==> src/rtl/encrypt_out_packer_if.sv <==
// Bundles the byte-in, word-out handshake and status signals of encrypt_out_packer.
// slave = packer view (consumes bytes, drives words); master = environment view.
interface encrypt_out_packer_if #(
    parameter int DEPTH = 8
);
    localparam int LW = $clog2(DEPTH) + 1;

    logic          v;
    logic [7:0]    din;
    logic          flush;
    logic          m_ready;
    logic          m_valid;
    logic [31:0]   m_data;
    logic [2:0]    m_bytes;
    logic          almost_full;
    logic [LW-1:0] level;
    logic          overflow;

    modport slave (
        input  v, din, flush, m_ready,
        output m_valid, m_data, m_bytes, almost_full, level, overflow
    );

    modport master (
        output v, din, flush, m_ready,
        input  m_valid, m_data, m_bytes, almost_full, level, overflow
    );
endinterface

==> src/rtl/encrypt_out_packer.sv <==
// Packs the encrypted byte stream little-endian into 32-bit words and buffers them in a
// show-ahead word FIFO; the byte source cannot stall, so full-FIFO words are dropped and flagged.
module encrypt_out_packer #(
    parameter int DEPTH        = 8,
    parameter int AFULL_MARGIN = 2
) (
    input  logic                  clk,
    input  logic                  rst,
    encrypt_out_packer_if.slave   bus
);
    localparam int AW = $clog2(DEPTH);
    localparam int LW = AW + 1;
    localparam logic [LW-1:0] L_FULL  = LW'(DEPTH);
    localparam logic [LW-1:0] L_AFULL = LW'(DEPTH - AFULL_MARGIN);

    logic [31:0]   r_pk_data;
    logic [1:0]    r_pk_cnt;
    logic [31:0]   r_mem_data  [DEPTH];
    logic [2:0]    r_mem_bytes [DEPTH];
    logic [AW-1:0] r_wr_ptr;
    logic [AW-1:0] r_rd_ptr;
    logic [LW-1:0] r_level;
    logic          r_afull;
    logic          r_overflow;

    logic [31:0]   w_pk_data;
    logic [2:0]    w_pk_cnt;
    logic          w_push_req;
    logic          w_pop;
    logic          w_push_ok;
    logic          w_valid;
    logic [LW-1:0] w_level_next;

    // Pack view including a same-cycle byte, so flush and a 4th byte merge into one push.
    always_comb begin
        w_pk_data = r_pk_data;
        w_pk_cnt  = {1'b0, r_pk_cnt};
        if (bus.v) begin
            case (r_pk_cnt)
                2'd0:    w_pk_data[7:0]   = bus.din;
                2'd1:    w_pk_data[15:8]  = bus.din;
                2'd2:    w_pk_data[23:16] = bus.din;
                default: w_pk_data[31:24] = bus.din;
            endcase
            w_pk_cnt = {1'b0, r_pk_cnt} + 3'd1;
        end
    end

    assign w_valid    = (r_level != '0);
    assign w_pop      = w_valid && bus.m_ready;
    assign w_push_req = (w_pk_cnt == 3'd4) || (bus.flush && (w_pk_cnt != 3'd0));
    assign w_push_ok  = w_push_req && ((r_level != L_FULL) || w_pop);

    always_comb begin
        w_level_next = r_level;
        if (w_push_ok && !w_pop) begin
            w_level_next = r_level + LW'(1);
        end else if (!w_push_ok && w_pop) begin
            w_level_next = r_level - LW'(1);
        end
    end

    always_ff @(posedge clk) begin
        if (rst) begin
            r_pk_data  <= '0;
            r_pk_cnt   <= '0;
            r_wr_ptr   <= '0;
            r_rd_ptr   <= '0;
            r_level    <= '0;
            r_afull    <= 1'b0;
            r_overflow <= 1'b0;
        end else begin
            if (w_push_req) begin
                r_pk_data <= '0;
                r_pk_cnt  <= '0;
            end else begin
                r_pk_data <= w_pk_data;
                r_pk_cnt  <= w_pk_cnt[1:0];
            end
            if (w_push_ok) begin
                r_wr_ptr <= r_wr_ptr + AW'(1);
            end
            if (w_pop) begin
                r_rd_ptr <= r_rd_ptr + AW'(1);
            end
            if (w_push_req && !w_push_ok) begin
                r_overflow <= 1'b1;
            end
            r_level <= w_level_next;
            r_afull <= (w_level_next >= L_AFULL);
        end
    end

    // Storage needs no reset: every read is masked by level.
    always_ff @(posedge clk) begin
        if (!rst && w_push_ok) begin
            r_mem_data[r_wr_ptr]  <= w_pk_data;
            r_mem_bytes[r_wr_ptr] <= w_pk_cnt;
        end
    end

    assign bus.m_valid     = w_valid;
    assign bus.m_data      = w_valid ? r_mem_data[r_rd_ptr]  : '0;
    assign bus.m_bytes     = w_valid ? r_mem_bytes[r_rd_ptr] : '0;
    assign bus.almost_full = r_afull;
    assign bus.level       = r_level;
    assign bus.overflow    = r_overflow;
endmodule

==> src/flat_wrapper.sv <==
// flat-port wrapper written by rule: the top's interface ports become plain ports
module encrypt_out_packer_flat 
#(
    parameter int DEPTH        = 8,
    parameter int AFULL_MARGIN = 2
)
  (clk, rst, bus_v, bus_din, bus_flush, bus_m_ready, bus_m_valid, bus_m_data, bus_m_bytes, bus_almost_full, bus_level, bus_overflow);
  encrypt_out_packer_if #(.DEPTH(DEPTH)) bus_i ();
  input  logic clk;
  input  logic rst;
  input wire logic [$bits(bus_i.v)-1:0] bus_v;
  input wire logic [$bits(bus_i.din)-1:0] bus_din;
  input wire logic [$bits(bus_i.flush)-1:0] bus_flush;
  input wire logic [$bits(bus_i.m_ready)-1:0] bus_m_ready;
  output wire logic [$bits(bus_i.m_valid)-1:0] bus_m_valid;
  output wire logic [$bits(bus_i.m_data)-1:0] bus_m_data;
  output wire logic [$bits(bus_i.m_bytes)-1:0] bus_m_bytes;
  output wire logic [$bits(bus_i.almost_full)-1:0] bus_almost_full;
  output wire logic [$bits(bus_i.level)-1:0] bus_level;
  output wire logic [$bits(bus_i.overflow)-1:0] bus_overflow;
  assign bus_i.v = bus_v;
  assign bus_i.din = bus_din;
  assign bus_i.flush = bus_flush;
  assign bus_i.m_ready = bus_m_ready;
  assign bus_m_valid = bus_i.m_valid;
  assign bus_m_data = bus_i.m_data;
  assign bus_m_bytes = bus_i.m_bytes;
  assign bus_almost_full = bus_i.almost_full;
  assign bus_level = bus_i.level;
  assign bus_overflow = bus_i.overflow;
  encrypt_out_packer #(.DEPTH(DEPTH), .AFULL_MARGIN(AFULL_MARGIN)) u_core (.clk(clk), .rst(rst), .bus(bus_i));
endmodule
==> config.mk <==
export PLATFORM = sky130hd
export DESIGN_NAME = encrypt_out_packer_flat
export DESIGN_NICKNAME = d
export VERILOG_FILES = /design/src/rtl/encrypt_out_packer_if.sv /design/src/rtl/encrypt_out_packer.sv /design/src/flat_wrapper.sv
export SDC_FILE = /design/constraint.sdc
export NUM_CORES = 1
export LEC_CHECK = 0
export ABC_AREA = 1
export ABC_CLOCK_PERIOD_IN_PS = 4800
export CORE_MARGIN = 2
export CORE_UTILIZATION = 31
export DETAILED_ROUTE_END_ITERATION = 16
export HOLD_SLACK_MARGIN = 0.12
export PLACE_DENSITY = 0.54
export SLEW_MARGIN = 20
export SYNTH_ARGS = -nofsm -noshare
export SYNTH_HDL_FRONTEND = slang
export SYNTH_SLANG_ARGS = --single-unit
==> constraint.sdc <==
create_clock -name clk -period 4.8 [get_ports clk]
set_input_delay 0.96 -clock clk [delete_from_list [all_inputs] [get_ports clk]]
set_output_delay 0.96 -clock clk [all_outputs]
set_load 0.005 [all_outputs]
==> flow_summary.ini <==
[status]
run_status = complete, no violations

[layout]
area.growth.synth_to_final_pct = 17.0
drive_gt1_frac = 0.0839
final_nets = 1212

[critical_path]
crit_chain = buf_4, nor2_1, o32ai_1, nor2_1, nor2_1, clkdlybuf4s50_1
cp.buffers_inverters = 2
cp.arrival_ns = 3.46
critical-path-max-stage-delay_ns = 0.85
crit_top_cell = nor2_1
cp_top_family = buffers and inverters
cp_slowest_cell = dfxtp_4
crit_fanout = 74
timing.rr.start = u_core.r_pk_cnt[0]
crit_required_ns = 3.84
crit_type = flop to output port
start_kind = flop
end_kind = output port

[sta]
period_needed_ns = 4.42
fin_crit_sh = 0.921
finalHoldViolations = 0
setup_viol = 0
fmax_ghz = 0.226
slew_violations = 0
rsz0062_at_grt = no
fin_worst_skew_ns = 0.0136
worst_slew_pin_slew_ns = 0.804
tns_ns = 0
relSlewSlack = 0.464
finalWorstSetupSlack_ns = 0.377

[logic_synthesis]
yosysWarnings = 0
synth-compound-area-share = 0.103
seq_area_frac_synth = 0.706
synth_nets = 1164
synth_top_area_cell = edfxtp_1
ys_seq_elements = 329
synthMuxAreaShare = 0
synth_area_per_cell_um2 = 11.6
synth_top_cells_by_area = edfxtp_1 63%, nor2_1 9.1%, dfxtp_1 7.4%
synth_top_family_by_area = simple AND/OR/NAND/NOR gates
synth_cells = 1142
synth_area_mm2 = 0.0133
yosys.area_share.simple = 0.130
synth_xor_area_frac = 0.00198
yosys.area_share.adder = 0.00847
synth_top_area_share = 0.632
synth_cell_types = 29

[hold_path]
hp-start = u_core.r_rd_ptr[2]
hold_class = flop to flop

[global_routing]
grt_pass1_vias = 8309
grt_pass1_wl_mm = 49.5
grt.overflow.total = 0
grt_max_degree = 75
grt_usage = 0.145
antenna_found_initial = 0

[detailed_routing]
via_per_inst = 4.87
initialDrtViolationCount = 687
vias = 8552
first_pass_iters = 7
wl_per_cell_um = 18.4
wl_mm = 32.3
drc_errors = 0
final_antenna_net_count = 0

[clock_tree]
cts_sinks = 329
cts_buffers = 36
postCtsSetupRepairBufs = 0
clock_latency_ns = 0.52
path_clk_slew_ns = 0.06
cts_resized = 0
clockBufferDepth = 3
cts-hold-fix-buffers = 0
cts_max_level = 2
cts_root_buffer = clkbuf_16
cts_tree = done

[die]
die_y_um = 211
rows = 75
core_area_mm2 = 0.0421
fp.dieW_um = 211
pin_count = 55
start_util = 0.316
die_area_mm2 = 0.0446

[pwr]
p_leak_nw = 5.66
powerDensity_mw_per_mm2 = 485
vdd_ir_drop_max_mv = 0.209

[placement]
dp_slack_ns = 0.855
port_buffers = 54
hpwl_mm = 17.8
routabilityCongestion = 0.744

[run]
maxCapViolations = 0
[Yosys cell counts (all sizes together)]
cell type  count
a21oi          8
nor3           6
inv           92
nand3         11
edfxtp       280
o32ai         70
nand2         75
buf           30
nor2         328
dfxtp         49
xor2           3
o21ai        142
clkinv         2
o21a           1
clkbuf        34
nand4          2
ha             9
[metal layers]
metal | vias to the layer above | track usage | wire length [µm]
met3 | 34 | 0.0227 | 1450
met2 | 195 | 0.234 | 15000
met1 | 4242 | 0.207 | 15400
li1 | 4081 | - | -
met5 | - | 0 | 0
met4 | 0 | 0.0333 | 476
[layout by cell type (no fill, tap or decap), types with 3 or more instances in the layout]
cell,instances
clkdlybuf4s50_1,54
clkinv_1,9
nand3_4,3
edfxtp_1,280
buf_4,18
nor2_1,319
nand2_1,66
xor2_1,3
nor3_2,4
o21ai_0,117
clkinv_2,5
ha_1,9
dfxtp_1,46
clkbuf_16,37
clkbuf_8,3
inv_2,3
o21ai_1,25
nor2_2,3
nand2_4,6
o32ai_1,70
nor2_4,5
nand3_1,8
nand2_2,3
clkbuf_1,8
inv_1,87
a21oi_1,8
[cell type report]
| class | count | area (µm²) |
|---|---|---|
| multi-input combinational | 655 | 3290 |
| sequential | 329 | 9400 |
| clock inverter | 16 | 129 |
| inverter | 94 | 358 |
| antenna | 1 | 2.50 |
| timing repair buffer | 74 | 716 |
| tap | 539 | 674 |
| fill | 4050 | 26600 |
| clock buffer | 48 | 997 |
[sequential cells by signal, indices dropped and copies added, names as in the netlist, named ones only]
register / cells
u_core.r_mem_data: 256
u_core.r_pk_data: 32
u_core.r_mem_bytes: 24
u_core.bus.level: 4
u_core.r_rd_ptr: 3
u_core.r_wr_ptr: 3
u_core.r_pk_cnt: 2
u_core.bus.almost_full: 1
u_core.bus.overflow: 1
[tightest hold or removal path, delay by kind of cell (launching register included)]
family / cells / cell delay [ns]
buf+inv: 1 / 0.07
flops: 1 / 0.31
compound gates: 1 / 0.06
[stage by stage]
step / area, µm² / total power [mW] / instances / utilization / hold WS, ns
after CTS: 15600 / 7.64 / 1755 / 0.369 / 0.477
after global routing: 15600 / 7.93 / 1755 / 0.369 / 0.507
final: 15600 / 7.54 / 1756 / 0.369 / 0.470
after detailed placement: 14400 / 4.99 / 1691 / 0.343 / 0.466
after floorplan: 13300 / 4.29 / 1142 / - / 0.444
after global placement: 14400 / 4.98 / 1691 / 0.343 / 0.453
[power by group]
group	internal, mW	switching [mW]
registers	3.19	0.112
clock network	1.57	1.09
logic	0.660	0.926
total	5.42	2.12
[path summary, 6_finish.rpt]
| check | to | slack [ns] | depth (start not counted) |
|---|---|---|---|
| min | flop | 0.47 | 2 |
| min reg2reg | flop | 0.47 | 2 |
| max reg2reg | u_core.r_mem_data[1][8] | 1.77 | 12 |
| max | bus_m_data[27] | 0.38 | 6 |
[logic make-up after synthesis]
group	count (synthesis)
adders and majority gates	9
and+or+nand+nor	422
xor gates and xnor gates	3
AOI/OAI and AO/OA	221
buffers and inverters	158
DFF	329
Power figures use the tool's default switching activity.
